--- config.mk ---
export PLATFORM = sky130hd
export DESIGN_NAME = nes_receiver
export DESIGN_NICKNAME = d
export VERILOG_FILES = /design/src/rtl/nes_pkg.sv /design/src/rtl/nes_data_sync.sv /design/src/rtl/nes_receiver.sv
export SDC_FILE = /design/constraint.sdc
export NUM_CORES = 1
export LEC_CHECK = 0
export CAP_MARGIN = 20
export CORE_AREA = 2 2 54 93
export DETAILED_ROUTE_END_ITERATION = 7
export DIE_AREA = 0 0 56 95
export GPL_TIMING_DRIVEN = 0
export HOLD_SLACK_MARGIN = 0.02
export PLACE_DENSITY = 0.57
export SKIP_LAST_GASP = 1
export SLEW_MARGIN = 5
export SYNTH_ARGS = -nofsm -noshare
export SYNTH_HDL_FRONTEND = slang
export SYNTH_SLANG_ARGS = --single-unit
--- constraint.sdc ---
create_clock -name clk -period 2.9 [get_ports clk]
set_clock_uncertainty 0.2 [all_clocks]
set_input_delay 0.29 -clock clk [delete_from_list [all_inputs] [get_ports clk]]
set_output_delay 0.29 -clock clk [all_outputs]
set_load 0.01 [all_outputs]
--- src/rtl/nes_pkg.sv ---
// Shared types and constants for the NES controller receiver.
package nes_pkg;

    localparam int NES_BITS = 8;

    localparam int BTN_A      = 0;
    localparam int BTN_B      = 1;
    localparam int BTN_SELECT = 2;
    localparam int BTN_START  = 3;
    localparam int BTN_UP     = 4;
    localparam int BTN_DOWN   = 5;
    localparam int BTN_LEFT   = 6;
    localparam int BTN_RIGHT  = 7;

    typedef enum logic [2:0] {
        IDLE     = 3'd0,
        LATCH    = 3'd1,
        CLK_HIGH = 3'd2,
        CLK_LOW  = 3'd3,
        DONE     = 3'd4
    } nes_state_t;

    // New bits enter at the MSB so the first bit read (A) ends up in bit 0.
    function automatic logic [NES_BITS-1:0] shift_in(input logic [NES_BITS-1:0] sr,
                                                     input logic pressed);
        return {pressed, sr[NES_BITS-1:1]};
    endfunction

endpackage

--- src/rtl/nes_data_sync.sv ---
// Two-flop synchronizer for the controller data line; resets to the released level (1).
module nes_data_sync (
    input  logic clk,
    input  logic rst_n,
    input  logic d,
    output logic q
);

    logic meta_r;
    logic sync_r;

    // Metastability filter: two back-to-back flops.
    always_ff @(posedge clk or negedge rst_n) begin
        if (!rst_n) begin
            meta_r <= 1'b1;
            sync_r <= 1'b1;
        end else begin
            meta_r <= d;
            sync_r <= meta_r;
        end
    end

    assign q = sync_r;

endmodule

--- src/rtl/nes_receiver.sv ---
// NES controller poller: drives latch/clock, shifts in 8 buttons, reports an active-high word.
// Optional feature: define NES_DEBOUNCE_EN to require two matching polls before updating buttons.
module nes_receiver
    import nes_pkg::*;
#(
    parameter int HALF_PERIOD = 150
) (
    input  logic       clk,
    input  logic       rst_n,
    input  logic       start,
    input  logic       nes_data,
    output logic       nes_latch,
    output logic       nes_clk,
    output logic [7:0] buttons,
    output logic       valid,
    output logic       busy
);

    localparam int PW = $clog2(2 * HALF_PERIOD);
    localparam logic [PW-1:0] PH_ZERO    = PW'(0);
    localparam logic [PW-1:0] PH_ONE     = PW'(1);
    localparam logic [PW-1:0] LATCH_LAST = PW'(2 * HALF_PERIOD - 1);
    localparam logic [PW-1:0] HALF_LAST  = PW'(HALF_PERIOD - 1);

    nes_state_t    state_r;
    logic [PW-1:0] phase_r;
    logic [2:0]    bit_cnt_r;
    logic [7:0]    sr_r;
    logic          data_s;
    logic          pressed_s;
`ifdef NES_DEBOUNCE_EN
    logic [7:0]    held_r;
`endif

    nes_data_sync u_sync (
        .clk   (clk),
        .rst_n (rst_n),
        .d     (nes_data),
        .q     (data_s)
    );

    assign pressed_s = ~data_s;

    // Poll sequencer: all pin and status outputs are registered here.
    always_ff @(posedge clk or negedge rst_n) begin
        if (!rst_n) begin
            state_r   <= IDLE;
            phase_r   <= PH_ZERO;
            bit_cnt_r <= 3'd0;
            sr_r      <= 8'h00;
            nes_latch <= 1'b0;
            nes_clk   <= 1'b0;
            buttons   <= 8'h00;
            valid     <= 1'b0;
            busy      <= 1'b0;
`ifdef NES_DEBOUNCE_EN
            held_r    <= 8'h00;
`endif
        end else begin
            valid <= 1'b0;
            case (state_r)
                IDLE: begin
                    if (start) begin
                        state_r   <= LATCH;
                        phase_r   <= PH_ZERO;
                        bit_cnt_r <= 3'd0;
                        nes_latch <= 1'b1;
                        busy      <= 1'b1;
                    end
                end
                LATCH: begin
                    if (phase_r == LATCH_LAST) begin
                        sr_r      <= shift_in(sr_r, pressed_s);
                        state_r   <= CLK_HIGH;
                        phase_r   <= PH_ZERO;
                        nes_latch <= 1'b0;
                        nes_clk   <= 1'b1;
                    end else begin
                        phase_r <= phase_r + PH_ONE;
                    end
                end
                CLK_HIGH: begin
                    // Sample at the end of the high phase, well after the controller has settled.
                    if (phase_r == HALF_LAST) begin
                        sr_r      <= shift_in(sr_r, pressed_s);
                        bit_cnt_r <= bit_cnt_r + 3'd1;
                        state_r   <= CLK_LOW;
                        phase_r   <= PH_ZERO;
                        nes_clk   <= 1'b0;
                    end else begin
                        phase_r <= phase_r + PH_ONE;
                    end
                end
                CLK_LOW: begin
                    if (phase_r == HALF_LAST) begin
                        phase_r <= PH_ZERO;
                        if (bit_cnt_r == 3'd7) begin
                            state_r <= DONE;
                            valid   <= 1'b1;
`ifdef NES_DEBOUNCE_EN
                            if (sr_r == held_r) begin
                                buttons <= sr_r;
                            end else begin
                                buttons <= buttons;
                            end
                            held_r <= sr_r;
`else
                            buttons <= sr_r;
`endif
                        end else begin
                            state_r <= CLK_HIGH;
                            nes_clk <= 1'b1;
                        end
                    end else begin
                        phase_r <= phase_r + PH_ONE;
                    end
                end
                DONE: begin
                    state_r <= IDLE;
                    phase_r <= PH_ZERO;
                    busy    <= 1'b0;
                end
                default: begin
                    state_r   <= IDLE;
                    phase_r   <= PH_ZERO;
                    nes_latch <= 1'b0;
                    nes_clk   <= 1'b0;
                    busy      <= 1'b0;
                end
            endcase
        end
    end

endmodule

# ---- After elaboration in Yosys (flattened, before gate mapping)
# Index checks and enable logic that the tools add are counted.
dict set report totals {
  in_bits 4
  out_inout_bits 12
  regBits 37
}
dict set report op_classes {
  n_eq_ne 12
  mux 28
  n_reduce_logical 14
  n_bitwise 4
  add_sub_neg 2
}
# cell count
set ops {}
lappend ops {{$mux 9} 3}
lappend ops {{$pmux 9 s3} 1}
lappend ops {{$mux 3} 7}
lappend ops {{$mux 8} 2}
lappend ops {{$pmux 8 s2} 1}
lappend ops {{$pmux 3 s4} 1}
lappend ops {{$reduce_and 3->1} 4}
lappend ops {{$ne 2x2->1 const B} 5}
lappend ops {{$add 9x1->9 const B} 1}
lappend ops {{$eq 9x8->1 const B} 1}
lappend ops {{$eq 9x9->1 const B} 1}
lappend ops {{$mux 1} 9}
lappend ops {{$eq 3x2->1 const B} 2}
lappend ops {{$eq 3x3->1 const B} 2}
lappend ops {{$pmux 3 s2} 1}
lappend ops {{$reduce_or 3->1} 2}
lappend ops {{$reduce_and 5->1} 1}
lappend ops {{$not 1->1} 4}
lappend ops {{$pmux 1 s4} 1}
lappend ops {{$reduce_and 4->1} 1}
lappend ops {{$reduce_bool 2->1} 2}
lappend ops {{$reduce_or 2->1} 2}
lappend ops {{$add 3x1->3 const B} 1}
lappend ops {{$eq 3x1->1 const B} 1}
lappend ops {{other kinds (4)} 4}

# ---- Depth between registers and ports, before layout
# Gate-level depths: netlist of run 1.
dict set report logic_depth {
  depth_word 4
  ltp_mapped 6
  mapped_depth_nobuf 6
}

# ---- By module
# Synthesis of run 1 repeated with hierarchy kept, for this count alone.
dict set report hier_totals {
  hier_cells 160
  area_unflattened_um2 1755.4
}
# module cells_per_inst area_each_um2 instances
set modules_own_cells {}
lappend modules_own_cells {nes_receiver 158 1702.9 1}
lappend modules_own_cells {nes_data_sync 2 52.6 1}

# ---- Least setup slack after synthesis of run 1
# No wires, ideal clock.
dict set report synth_path {
  kind {reg2reg}
  from {reg phase_r[0]}
  to {reg sr_r[0]}
  n_path_buf 0
  slack_ns 0.954
  t_required_ns 2.575
  t_arrival_ns 1.621
  stages_incl_launch_ff 5
  synth_period_minus_slack_ns 1.946
  cell_sequence {dfrtp_1 > ha_1 > nand3_1 > o31ai_4 > mux2_2}
}
dict set report synth_via {
  elab_chain_len 3
  word_cells_on_any_way 5
}
# element line_no
set synth_lines {}
lappend synth_lines {{start: declaration} nes_receiver.sv:26} ;# logic [PW-1:0] phase_r;
lappend synth_lines {{start signal: assignment} nes_receiver.sv:79} ;# phase_r <= phase_r + PH_ONE;
lappend synth_lines {{start signal: assignment} nes_receiver.sv:91} ;# phase_r <= phase_r + PH_ONE;
lappend synth_lines {{start signal: assignment} nes_receiver.sv:115} ;# phase_r <= phase_r + PH_ONE;
lappend synth_lines {{$eq 9x8->1 / $eq 9x9->1 (equally long branches)} {nes_receiver.sv:84, nes_receiver.sv:72}}
lappend synth_lines {{$ne 2x2->1 (no source line)} n/a}
lappend synth_lines {{$reduce_and 3->1 (no source line) (*)} n/a}
lappend synth_lines {{end signal: assignment} nes_receiver.sv:73} ;# sr_r <= shift_in(sr_r, pressed_s);
lappend synth_lines {{end signal: assignment} nes_receiver.sv:85} ;# sr_r <= shift_in(sr_r, pressed_s);
lappend synth_lines {{end: declaration} nes_receiver.sv:28} ;# logic [7:0] sr_r;
# Every way passes the cells marked *; elsewhere a longest branch is shown, timed or not.
# A chain may end at the register's enable or synchronous reset.

# ---- Final worst setup path of run 1
dict set report layout_path {
  from {reg phase_r[0]}
  to {reg sr_r[6]}
}
# Same word-level chain as after synthesis.

==> results.yml, run 1 <==
sta:
  fin_crit_ps: 2258
  setup-tns-final_ps: 0
  fmaxAchievable_ghz: 0.4428
  slew_viol_final: 0
  max-slew-margin-rel_pct: 47.01
  fin_crit_sh_pct: 77.88
  whs_ps: 161.3
  finalSetupViolCount: 0
  rsz0062_at_grt: "no"
  tightestPinTransition_ps: 794.9
  finalHoldViolations: 0
  fin_ws_ps: 641.6
cts:
  cts.clk_slew.worst_paths_ps: 70
  clock_sinks: 37
  root_buffer: "clkbuf_8"
  insertion_delay_ps: 290
  cts_tree: "done"
  cts_buffers: 5
  ctsResizeCount: 0
  htree_levels: 2
  cts.path.max_buffers: 2
die:
  die_width_um: 56
  ioPinCount: 16
  placementRows: 33
  die_height_um: 95
  start_util_pct: 37.91
  design.die.area_um2: 5320
  core_area_um2: 4624
synthesis:
  ys_seq_area_share_pct: 52.96
  synth_nets: 167
  synth_edf_count: 0
  yosys_most_used_dff: "dfrtp_1"
  netlist_area_um2: 1753
  yosys_warnings: 0
  synthCells: 159
  synth_area_per_cell_um2: 11.02
  async_flop_share_pct: 100.0
  synth_seq_cells: 37
  synth_cell_types: 39
power_and_ir_drop:
  clkPwrFrac_pct: 28.1
  switching_share_pct: 31.61
  net-switching-power_uw: 512.8
  intPower_uw: 1110
  power_frac_comb_pct: 26.2
  vdd_drop_max_mv: 0.3414
  p_per_area_nw_per_um2: 776.5
  pwr-share-seq_pct: 45.7
  leakage_uw: 0.0009333
global_route:
  grt_max_degree: 38
  grt_pass1_vias: 1343
  grt_pass1_wl_um: 5754
  grtUsageTotal_pct: 13.90
  grt-ovfl-total: 0
  antenna_found_initial: 0
worst_setup_path:
  cp.required_ps: 2880
  crit_chain: "ha_1 -> nand3_1 -> o31ai_4 -> mux2_2"
  critical_path_class: "reg2reg"
  arrival_ps: 2230
  worst-path-buf-inv: 0
  crit_fanout: 8
  slowest_delay_ps: 590
  worst_setup_path_start_kind: "register"
  path_delay_family: "compound AO/OA/AOI/OAI gates"
  cp_slowest_cell: "o31ai_4"
  cp-end-kind: "register"
layout:
  final_common_cell: "dfrtp_1"
  final_cell_area_um2: 2090
  area.growth.synth_to_final_pct: 19.20
  drive_gt1_share_pct: 20.77
  fin_nets: 190
  n_antenna_cell: 0
  layout_common_cells: "dfrtp_1, nand2_1, mux2_2, clkdlybuf4s50_1, o21ai_0"
flow_run:
  max_cap_viol_count: 0
detailed_routing:
  via_count: 1290
  drtIter0Drc: 21
  wire_per_inst_um: 14.43
  drc: 0
  drt_pass1_iterations: 3
  post_drt_via_cell_ratio: 5.489
  postRouteWirelength_um: 3392
  antenna_left: 0
place:
  gp_congestion: 0.7946
  port_buffers: 15
  place_area_um2: 1963
  hpwl_um: 2481
  place_ws_ps: 633.1
status:
  outcome: "completed"
min_path:
  hp-class: "reg2reg"
kinds of logic after synthesis:
kind of cell,share of synthesized area [%]
AND/OR/NAND/NOR,17.13
buffers and inverters,3.854
adder cells (fa/ha/maj),2.855
AO/OA/AOI/OAI,12.99
flip-flops,52.96
multiplexers,10.21
stage by stage:
step | utilization, % | total power (µW) | instances
after floorplan | - | 1033 | 159
after global routing | 45.18 | 1726 | 235
after detailed placement | 42.45 | 1180 | 226
final | 45.18 | 1623 | 235
after global placement | 42.56 | 1154 | 226
after CTS | 45.18 | 1642 | 235
sequential cells by signal, summed over array words and instances (netlist names):
name	flops
bit_cnt_r	3
busy	1
buttons	8
nes_clk	1
nes_latch	1
phase_r	9
sr_r	8
state_r	3
u_sync.meta_r	1
u_sync.q	1
valid	1
Yosys cell counts (3+ instances only):
cell type,instances,area share (%)
dfrtp_1,35,50
nand2_1,19,4.1
mux2_2,15,9.6
o21ai_0,9,2.6
inv_1,8,1.7
nand3_1,8,2.3
a21oi_1,6,1.7
nor2_1,5,1.1
nor3_1,5,1.4
o22ai_1,5,1.8
ha_1,4,2.9
nor4_1,4,1.4
buf_2,3,0.86
nor2b_1,3,1.1
cell type report:
cell class	count	area, µm²
clock buffer	7	86.33
fill	446	2535
clock inverter	1	30.03
buffer	7	37.54
sequential	37	928.4
tap	52	65.06
timing repair buffer	16	155.1
inverter	8	30.03
multi-input combinational	107	757.0
power groups by stage:
stage | registers (µW) | clock network (µW) | logic (µW)
3_5_place_dp | 750 | 0 | 430
3_3_place_gp | 743 | 0 | 411
4_1_cts | 739 | 472 | 431
6_report | 742 | 455 | 425
5_1_grt | 759 | 490 | 477
2_1_floorplan | 733 | 0 | 300
worst paths after layout:
| path | startpoint | endpoint | slack, ps | cells past startpoint |
|---|---|---|---|---|
| min in group asynchronous | rst_n | sr_r[3] | 430 | 2 |
| min reg2reg | u_sync.meta_r | u_sync.q | 160 | 0 |
| min | u_sync.meta_r | u_sync.q | 160 | 0 |
| max | phase_r[0] | sr_r[6] | 640 | 4 |
| max in group asynchronous | rst_n | state_r[0] | 1570 | 2 |
| max reg2reg | phase_r[0] | sr_r[6] | 640 | 4 |
routing by layer:
metal | vias up | global-route usage (%) | share of wire, %
met5 | - | 0 | 0
met4 | 0 | 10.32 | 3.7
met3 | 12 | 3.151 | 2.7
met2 | 26 | 25.78 | 55
met1 | 641 | 12.93 | 38
li1 | 611 | - | -
timing repair:
action                    CTS  global route
hold buffers                1             0
hold endpoints to repair   35             0
buffers inserted            0             0
No activity file was read; power rests on OpenSTA's default activity.
==> inputs of run 2 (changes only) <==
PLACE_DENSITY = 0.59   (was 0.57)
clock period = 2 ns   (was 2.9 ns; I/O delays follow)
==> run 2 against run 1 <==
  * Clock power grew 43%
  * Largest power group unchanged
  * Hold slack got worse by 52 ps
  * Clock-buffer cell count is 2 lower
==> results.yml, run 2 (same netlist as run 1, synthesis figures left out) <==
status:
  outcome: "completed"
cts:
  cts.path.max_buffers: 2
  cts_tree: "done"
  cts_buffers: 5
  root_buffer: "clkbuf_8"
  cts.clk_slew.worst_paths_ps: 80
  insertion_delay_ps: 290
  clock_sinks: 37
  htree_levels: 2
worst_setup_path:
  reg2reg_from: "phase_r[1]"
  worst_setup_path_start_kind: "register"
  crit_chain: "ha_2 -> nand3_2 -> o31ai_4 -> buf_12 -> mux2_2"
  startpoint: "phase_r[1]"
  path_delay_family: "flip-flops"
  crit_fanout: 8
  cp_slowest_cell: "dfrtp_1"
  arrival_ps: 1930
  cp.required_ps: 1980
  critical_path_class: "reg2reg"
  worst-path-buf-inv: 1
  cp-end-kind: "register"
  slowest_delay_ps: 410
layout:
  regArea_um2: 932.1
  area.growth.synth_to_final_pct: 25.55
  largestRegisters: "phase_r x9, buttons x8, sr_r x8"
  multi_input_area_um2: 795.8
  largest_register: "phase_r"
  layout_common_cells: "dfrtp_1, nand2_1, mux2_2, clkdlybuf4s50_1, o21ai_0"
  drive_gt1_share_pct: 29.26
  final_common_cell: "dfrtp_1"
  fillers: 423
  largest_register_ffs: 9
  n_antenna_cell: 0
  fin_nets: 195
place:
  hpwl_um: 2443
  gp_congestion: 0.8584
  place_ws_ps: -191.3
  port_buffers: 15
global_route:
  grt_pass1_wl_um: 5913
  grt-ovfl-total: 0
  grtUsageMet2_pct: 26.37
  grtUsageMet1_pct: 15.08
  grt.met3_usage_pct: 3.014
  antenna_found_initial: 0
  grt.busiest_layer: "met2"
  grt_max_degree: 38
  grt_pass1_vias: 1311
  grtUsageTotal_pct: 14.29
sta:
  finalHoldViolations: 0
  slew_viol_final: 0
  rsz0062_at_grt: "yes"
  setup-tns-final_ps: 0
  fmaxAchievable_ghz: 0.5126
  fin_crit_sh_pct: 97.54
  fin_ws_ps: 49.16
  tightestPinTransition_ps: 811.4
  max-slew-margin-rel_pct: 45.91
  fin_crit_ps: 1951
  finalSetupViolCount: 0
detailed_routing:
  via_count: 1310
  antenna_left: 0
  drc: 0
  post_drt_via_cell_ratio: 5.458
  postRouteWirelength_um: 3471
  drt_pass1_iterations: 4
  wire_per_inst_um: 14.46
  drtIter0Drc: 26
power_and_ir_drop:
  vdd_drop_max_mv: 0.7119
  p_per_area_nw_per_um2: 1098
  leakage_uw: 0.0009759
  fin_total_pwr_uw: 2417
die:
  design.die.area_um2: 5320
  ioPinCount: 16
  die_width_um: 56
  placementRows: 33
  start_util_pct: 37.91
  core_area_um2: 4624
  die_height_um: 95
flow_run:
  max_cap_viol_count: 0
min_path:
  hp-class: "in2reg"
  hp-start: "nes_data"
[run 2: power breakdown]
part | switching [µW] | internal [µW] | total (µW)
combinational | 352 | 328 | 681
sequential | 176 | 908 | 1080
clock | 279 | 373 | 652
[run 2: path summary, 6_finish.rpt]
kind                                 endpoint  slack, ps  cells after the start
worst min-delay path            u_sync.meta_r        110                      1
max in group asynchronous          phase_r[0]        700                      2
worst max register to register        sr_r[0]         50                      5
min in group asynchronous          buttons[4]        330                      2
worst max-delay path                  sr_r[0]         50                      5
worst min register to register       u_sync.q        160                      0
[run 2: timing repair]
item,CTS,global route
buffers inserted,5,1
hold buffers,1,0
setup endpoints to repair,21,21
pin swaps,6,2
gates resized for setup,9,6
hold endpoints to repair,35,0
[run 2: routing by layer]
| metal | vias to the layer above | wire (µm) |
|---|---|---|
| met5 | - | 0 |
| li1 | 627 | - |
| met2 | 29 | 1928 |
| met3 | 8 | 117 |
| met1 | 646 | 1344 |
| met4 | 0 | 82 |
[run 2: through the flow]
stage / utilization (%) / instance area, µm² / hold slack (ps) / instances
2_1_floorplan: - / 1753 / -295.6 / 159
3_3_place_gp: 42.56 / 1968 / 146.5 / 226
3_5_place_dp: 42.45 / 1963 / 145.9 / 226
4_1_cts: 47.13 / 2180 / 112.1 / 239
5_1_grt: 47.59 / 2201 / 104.7 / 240
6_report: 47.59 / 2201 / 109.4 / 240
[run 2: final cells by class]
cell class	instances	area share (%)
buffer	6	1.706
clock buffer	5	3.127
clock inverter	3	2.103
inverter	8	1.364
multi-input combinational	107	36.16
sequential	37	42.35
tap	52	2.956
timing repair buffer	22	10.23
[run 2: worst register-to-register path, cell delays in order (launching register included)]
cell and delay, ps:
dfrtp_1 410, ha_2 250, nand3_2 160, o31ai_4 320, buf_12 160, mux2_2 330
